===== config.mk =====
export PLATFORM = sky130hd
export DESIGN_NAME = morra_match_ctrl
export DESIGN_NICKNAME = d
export VERILOG_FILES = /design/src/rtl/morra_match_ctrl.sv
export SDC_FILE = /design/constraint.sdc
export NUM_CORES = 1
export LEC_CHECK = 0
export CAP_MARGIN = 5
export CORE_AREA = 2 2 58 60
export DETAILED_ROUTE_END_ITERATION = 7
export DIE_AREA = 0 0 60 62
export GPL_TIMING_DRIVEN = 1
export PLACE_DENSITY = 0.81
export SETUP_SLACK_MARGIN = 0.15
export SLEW_MARGIN = 10
export SYNTH_ARGS = -nofsm -noshare
export SYNTH_HDL_FRONTEND = slang
export SYNTH_SLANG_ARGS = --single-unit

===== constraint.sdc =====
create_clock -name clk -period 2.5 [get_ports clk]
set_clock_uncertainty 0.1 [all_clocks]
set_input_delay 0.625 -clock clk [delete_from_list [all_inputs] [get_ports clk]]
set_output_delay 0.625 -clock clk [all_outputs]
set_load 0.01 [all_outputs]

===== src/rtl/morra_match_ctrl.sv =====
// Match controller for the MorraCinese core: starts the core, collects one
// move per player per round, issues the round as a one-cycle stimulus,
// captures the round/match result and closes the match on a final result
// or when the players stop responding (watchdog abort).
module morra_match_ctrl #(
  parameter int TIMEOUT_CYCLES = 255,
  parameter int CNT_W          = 8
) (
  input  logic       clk,
  input  logic       rst_n,
  input  logic       START,
  input  logic [3:0] CFG,
  input  logic       P1_VALID,
  input  logic [1:0] P1_MOVE,
  input  logic       P2_VALID,
  input  logic [1:0] P2_MOVE,
  output logic       P1_READY,
  output logic       P2_READY,
  output logic       INIZIO,
  output logic [1:0] PRIMO,
  output logic [1:0] SECONDO,
  input  logic [1:0] MANCHE,
  input  logic [1:0] PARTITA,
  output logic       RES_VALID,
  output logic [1:0] RES_MANCHE,
  output logic [1:0] RES_PARTITA,
  output logic [4:0] ROUND_CNT,
  output logic       BUSY,
  output logic       MATCH_DONE,
  output logic       TIMEOUT
);

  typedef enum logic [2:0] {
    S_IDLE, S_CONFIG, S_COLLECT, S_ISSUE, S_CAPTURE, S_DONE
  } state_t;

  // Last watchdog value before the abort edge: the abort happens on the
  // TIMEOUT_CYCLES-th COLLECT edge of a round.
  localparam logic [CNT_W-1:0] WD_LAST = CNT_W'(TIMEOUT_CYCLES - 1);

  state_t           state, state_nxt;
  logic [1:0]       p1_lat, p2_lat;
  logic             p1_full, p2_full;
  logic [CNT_W-1:0] wd_cnt;
  logic             p1_acc, p2_acc, both_full, wd_expire;

  // Round counter saturates at its maximum instead of wrapping.
  function automatic logic [4:0] sat_inc5(input logic [4:0] v);
    return (v == 5'd31) ? v : v + 5'd1;
  endfunction

  // State register.
  always_ff @(posedge clk) begin
    if (!rst_n) state <= S_IDLE;
    else        state <= state_nxt;
  end

  // Next state, handshake acceptance and core drive decoded from state.
  always_comb begin
    state_nxt  = state;
    P1_READY   = 1'b0;
    P2_READY   = 1'b0;
    INIZIO     = 1'b0;
    PRIMO      = 2'b00;
    SECONDO    = 2'b00;
    BUSY       = 1'b0;
    MATCH_DONE = 1'b0;
    p1_acc     = 1'b0;
    p2_acc     = 1'b0;
    both_full  = 1'b0;
    wd_expire  = 1'b0;
    case (state)
      S_IDLE: begin
        if (START) state_nxt = S_CONFIG;
      end
      S_CONFIG: begin
        BUSY             = 1'b1;
        INIZIO           = 1'b1;
        {SECONDO, PRIMO} = CFG;
        state_nxt        = S_COLLECT;
      end
      S_COLLECT: begin
        BUSY      = 1'b1;
        P1_READY  = !p1_full;
        P2_READY  = !p2_full;
        // A 00 move is not a move: it is ignored and READY stays up.
        p1_acc    = P1_READY && P1_VALID && (P1_MOVE != 2'b00);
        p2_acc    = P2_READY && P2_VALID && (P2_MOVE != 2'b00);
        both_full = (p1_full || p1_acc) && (p2_full || p2_acc);
        wd_expire = (wd_cnt == WD_LAST) && !both_full;
        if (both_full)      state_nxt = S_ISSUE;
        else if (wd_expire) state_nxt = S_DONE;
      end
      S_ISSUE: begin
        BUSY      = 1'b1;
        PRIMO     = p1_lat;
        SECONDO   = p2_lat;
        state_nxt = S_CAPTURE;
      end
      S_CAPTURE: begin
        BUSY      = 1'b1;
        state_nxt = (PARTITA != 2'b00) ? S_DONE : S_COLLECT;
      end
      S_DONE: begin
        MATCH_DONE = 1'b1;
        if (START) state_nxt = S_CONFIG;
      end
      default: state_nxt = S_IDLE;
    endcase
  end

  // Move latches, watchdog, result registers, round counter and abort flag.
  always_ff @(posedge clk) begin
    if (!rst_n) begin
      p1_lat      <= 2'b00;
      p2_lat      <= 2'b00;
      p1_full     <= 1'b0;
      p2_full     <= 1'b0;
      wd_cnt      <= '0;
      RES_VALID   <= 1'b0;
      RES_MANCHE  <= 2'b00;
      RES_PARTITA <= 2'b00;
      ROUND_CNT   <= 5'd0;
      TIMEOUT     <= 1'b0;
    end else begin
      RES_VALID <= 1'b0;
      case (state)
        S_CONFIG: begin
          p1_lat    <= 2'b00;
          p2_lat    <= 2'b00;
          p1_full   <= 1'b0;
          p2_full   <= 1'b0;
          wd_cnt    <= '0;
          ROUND_CNT <= 5'd0;
          TIMEOUT   <= 1'b0;
        end
        S_COLLECT: begin
          wd_cnt <= wd_cnt + CNT_W'(1);
          if (p1_acc) begin
            p1_lat  <= P1_MOVE;
            p1_full <= 1'b1;
          end
          if (p2_acc) begin
            p2_lat  <= P2_MOVE;
            p2_full <= 1'b1;
          end
          if (wd_expire) TIMEOUT <= 1'b1;
        end
        S_CAPTURE: begin
          RES_MANCHE  <= MANCHE;
          RES_PARTITA <= PARTITA;
          RES_VALID   <= 1'b1;
          if (MANCHE != 2'b00) ROUND_CNT <= sat_inc5(ROUND_CNT);
          p1_lat  <= 2'b00;
          p2_lat  <= 2'b00;
          p1_full <= 1'b0;
          p2_full <= 1'b0;
          wd_cnt  <= '0;
        end
        default: ;
      endcase
    end
  end

endmodule


; After elaboration in Yosys (flattened, before gate mapping)
; Index checks and enable logic that the tools add are counted.
[classes]
n_addsub = 2
eq_ne = 14
muxes = 30
reduce_logical = 27
[ops]
columns = op, n
row1 = $pmux W2 S2, 4
row2 = $pmux W8 S2, 1
row3 = $pmux W3 S5, 1
row4 = $reduce_bool A2 Y1, 7
row5 = $mux W1, 12
row6 = $mux W3, 4
row7 = $mux W5, 2
row8 = $ne A2 B2 Y1 const B, 5
row9 = $pmux W5 S2, 1
row10 = $add A8 B1 Y8 const B, 1
row11 = $eq A8 B8 Y1 const B, 1
row12 = $reduce_and A2 Y1, 4
row13 = $eq A3 B2 Y1 const B, 2
row14 = $eq A3 B3 Y1 const B, 2
row15 = $logic_and A1 B1 Y1, 6
row16 = $pmux W1 S2, 3
row17 = $add A5 B1 Y5 const B, 1
row18 = $eq A5 B5 Y1 const B, 1
row19 = $mux W2, 2
row20 = $reduce_or A2 Y1, 2
row21 = $reduce_or A4 Y1, 1
row22 = $eq A3 B1 Y1 const B, 1
row23 = $logic_not A1 Y1, 3
row24 = $logic_not A3 Y1, 1
row25 = other kinds (4), 5
[word_totals]
ff_bits = 28
out_inout_bits = 20
wordCells = 84

; Longest topological paths before layout
[logic_depth]
depth_word = 10
depth_mapped = 6
ltp_nobuf = 6

; Worst setup path before layout
; No wires, ideal clock.
[synth_path]
kind = register to output
start = register state[1]
end = output PRIMO[0]
arrival_time_ns = 1.271
slack_ns = 0.504
stages_incl_launch_ff = 5
path_cell_list = dfxtp_1 -> buf_1 -> clkbuf_1 -> mux2i_1 -> nor2_1
[synth_via]
elab_chain_cells = 2
elab_cells_between_ends = 3
[synth_rtl]
columns = element, line_no
row1 = "start, declared", 41  ; state_t state, state_nxt;
row2 = "start signal, assigned", 55  ; else state <= state_nxt;
row3 = $eq A3 B2 Y1 / $eq A3 B1 Y1 (equally long branches), 72  ; case (state)
row4 = $pmux W2 S2 (*), 72
row5 = "end, declared", 20  ; output logic [1:0] PRIMO,
; Mark *: on every way between the ends. The rest lies on a longest branch, timed or not.

; Final worst setup path
[layout_path]
start = register state[2]
end = output BUSY
[layout_via]
elab_chain_cells = 3
elab_cells_between_ends = 6
[layout_rtl]
columns = element, line_no
row1 = "$eq A3 B3 Y1, or another cell as far along", 72
row2 = $reduce_or A4 Y1 (no line) (*), -
row3 = $mux W1 (*), 72
row4 = "end, declared", 28  ; output logic BUSY,
; Marks and branches as above.

==> flow_metrics.env <==
export IMPL_status="complete, no violations"
export IMPL_p_sw_share_pct=38.0
export IMPL_cp_num_buf_inv=2
export IMPL_ant_nets=0
export IMPL_final_cell_area_um2=2010
export IMPL_synthArstFlopShare_pct=0
export IMPL_max_slew_margin_rel_pct=72.1
export IMPL_final_layout_size_suffix_gt1_share_pct=14.0
export IMPL_p_int_uw=1150
export IMPL_hold_viol=0
export IMPL_clkTransAtPathRegs_ns=0.15
export IMPL_root_buffer="clkbuf_4"
export IMPL_core_rowCount=21
export IMPL_start_kind="flip-flop"
export IMPL_grt_pass1_wl_um=5520
export IMPL_seq_area_um2=572
export IMPL_tightest_slew_ns=0.417
export IMPL_port_buffer_count=36
export IMPL_seq_power_share_pct=33.7
export IMPL_yosysSeqAreaShare_pct=39.1
export IMPL_grt_pass1_vias=1322
export IMPL_hp_class="flip-flop to flip-flop"
export IMPL_crit_path_top_delay_cell="dfxtp_4"
export IMPL_cts_tree="built"
export IMPL_synth_main_ff_cell="dfxtp_1"
export IMPL_routedWlPerCell_um=13.3
export IMPL_fin_crit_ns=2.27
export IMPL_grt_max_degree=19
export IMPL_fmax_ghz=0.441
export IMPL_netlist_area_um2=1440
export IMPL_gp_congestion=0.801
export IMPL_end_kind="output pin"
export IMPL_min_period_over_period_pct=90.7
export IMPL_diodes=0
export IMPL_multiInputGateArea_um2=840
export IMPL_avgSynthCellArea_um2=8.70
export IMPL_remaining_drc_errors=0
export IMPL_overflow=0
export IMPL_critical_path_max_stage_delay_ns=0.41
export IMPL_dp_cells=252
export IMPL_synth_edf_count=0
export IMPL_leakage_uw=0.000819
export IMPL_dieWidth_um=60
export IMPL_cts_sinks=28
export IMPL_fin_cells=260
export IMPL_netlist_instances=165
export IMPL_setup_violations=0
export IMPL_crit_path_max_fanout=5
export IMPL_pin_count=37
export IMPL_dp_hpwl_um=2650
export IMPL_routed_via_count=1388
export IMPL_clockPowerShare_pct=12.1
export IMPL_clockBufferDepth=2
export IMPL_post_dp_cell_area_um2=1910
export IMPL_critPathArrivalTime_ns=1.54
export IMPL_synth_warnings=0
export IMPL_rsz0062_at_grt="true"
export IMPL_syn_to_final_growth_pct=39.8
export IMPL_combPwrFrac_pct=54.2
export IMPL_yosysUniqueCellTypes=43
export IMPL_critPathKind="flip-flop to output pin"
export IMPL_cts_buffers=3
export IMPL_die_area_um2=3720
export IMPL_synth_nets=186
export IMPL_cp_cell_sequence="buf_4 > or3b_1 > nand2_1 > clkdlybuf4s15_1"
export IMPL_cts_max_level=1
export IMPL_clk_latency_ns=0.33
export IMPL_vias_per_cell=5.34
export IMPL_cpLargestDelayFamily="simple AND/OR/NAND/NOR gates"
export IMPL_slew_viol_final=0
export IMPL_cts_hold_buf=0
export IMPL_peakVddDrop_mv=0.432
export IMPL_critPathRequiredTime_ns=1.77
export IMPL_grt_usage_pct=19.8
export IMPL_fin_nets=236
export IMPL_drtPass1Iterations=4
export IMPL_switchingPower_uw=704
export IMPL_fill_cells=286
export IMPL_drt_total_wl_um=3470
export IMPL_cap_violations=0
export IMPL_powerDensity_nw_per_um2=923
export IMPL_antenna_found_initial=0
export IMPL_first_iter_violations=49
export IMPL_start_util_pct=45.1
export IMPL_core_um2=3180
export IMPL_die_h_um=62
export IMPL_synth_seq_cells=28
[sequential cells by signal (all words and copies together) (netlist names), 2 cells and up]
register	cells
RES_MANCHE	2
RES_PARTITA	2
ROUND_CNT	5
p1_lat	2
p2_lat	2
state	3
wd_cnt	8
[synthesized netlist by cell type (3+ instances only)]
master | number | area (um^2)
ha_1 | 4 | 50.1
mux2i_1 | 4 | 40.0
o21ai_0 | 5 | 25.0
inv_1 | 4 | 15.0
a32o_1 | 4 | 40.0
nand4_1 | 3 | 18.8
nor2_1 | 15 | 56.3
and3_1 | 3 | 18.8
o21a_1 | 3 | 22.5
a21oi_1 | 6 | 30.0
nand3_1 | 7 | 35.0
xor2_1 | 6 | 52.6
clkbuf_1 | 6 | 22.5
dfxtp_1 | 28 | 561
a21boi_0 | 8 | 60.1
nand2_1 | 21 | 78.8
[power groups by stage]
| stage | clock network (uW) | registers [uW] | logic [uW] |
|---|---|---|---|
| 5_1_grt | 243 | 640 | 1100 |
| 4_1_cts | 228 | 630 | 973 |
| 3_3_place_gp | 0 | 635 | 908 |
| 2_1_floorplan | 0 | 600 | 555 |
| 3_5_place_dp | 0 | 642 | 937 |
| 6_report | 223 | 625 | 1000 |
[routing by layer]
| layer | routed length, um | GRT usage (%) |
|---|---|---|
| met1 | 1410 | 21.3 |
| met2 | 1890 | 38.4 |
| met3 | 117 | 3.73 |
| met4 | 53 | 7.30 |
| met5 | 0 | 0 |
[tightest hold or removal path, stage by stage, from the launching register on]
cell and delay, ns:
dfxtp_1 0.34, nand2_1 0.05, a21boi_0 0.06
[through the flow]
stage	util, %	TNS, ns	hold WS (ns)	power, uW	setup WS, ns
final	63.1	0	0.376	1850	0.233
after global routing	63.1	0	0.417	1980	0.142
after CTS	62.5	0	0.377	1830	0.0754
after detailed placement	60.2	-0.0569	0.358	1580	-0.0473
after global placement	60.2	0	0.349	1540	0.0234
after floorplan	-	0	0.339	1150	0.504
[timing repair]
action,4_1_cts,5_1_grt
endpoints found under the setup margin,9,4
resized for setup,14,4
setup buffers,3,1
[placed cells by master, fill, tap and decap left out, drive strengths merged, types with 2 or more instances in the layout]
cell type / netlist / routed
o21ai: 5 / 5
nor2: 15 / 15
a22o: 2 / 2
nor3b: 3 / 3
mux2i: 4 / 4
o21a: 3 / 3
and2: 2 / 2
clkbuf: 6 / 4
nand2b: 2 / 2
clkdlybuf4s50: 0 / 28
nor2b: 2 / 2
a32o: 4 / 4
a21oi: 6 / 6
and4: 2 / 2
nand3b: 2 / 2
nor4b: 2 / 2
and3: 3 / 3
nand4: 3 / 3
a211oi: 2 / 2
dlymetal6s2s: 0 / 2
dfxtp: 28 / 28
inv: 4 / 4
ha: 4 / 4
xor2: 6 / 6
nand2: 21 / 21
or3: 2 / 2
buf: 2 / 17
dlygate4sd2: 0 / 5
a21boi: 10 / 10
nand3: 7 / 7
or3b: 2 / 2
[logic make-up after synthesis]
logic type	Yosys count	share of synthesized area, %
buf+inv	12	3.66
fa+ha+maj	4	3.49
simple gates	72	26.7
flops	28	39.1
mux	4	2.79
compound gates	39	20.7
xor+xnor	6	3.66
[path summary, 6_finish.rpt]
| path | start | slack, ns | cells past startpoint | endpoint |
|---|---|---|---|---|
| max | state[2] | 0.23 | 4 | BUSY |
| min | RES_PARTITA[0] | 0.38 | 2 | RES_PARTITA[0] |
| max reg2reg | state[2] | 0.38 | 6 | ROUND_CNT[3] |
| min reg2reg | RES_PARTITA[0] | 0.38 | 2 | RES_PARTITA[0] |
[layout make-up]
cell class	instances	area share (%)
clock buffers	4	1.81
inverters	4	0.748
multi-input cells	125	41.8
flip-flops and latches	28	28.5
well taps	46	2.87
repair buffers	53	24.3
No activity file was read; power rests on OpenSTA's default activity.
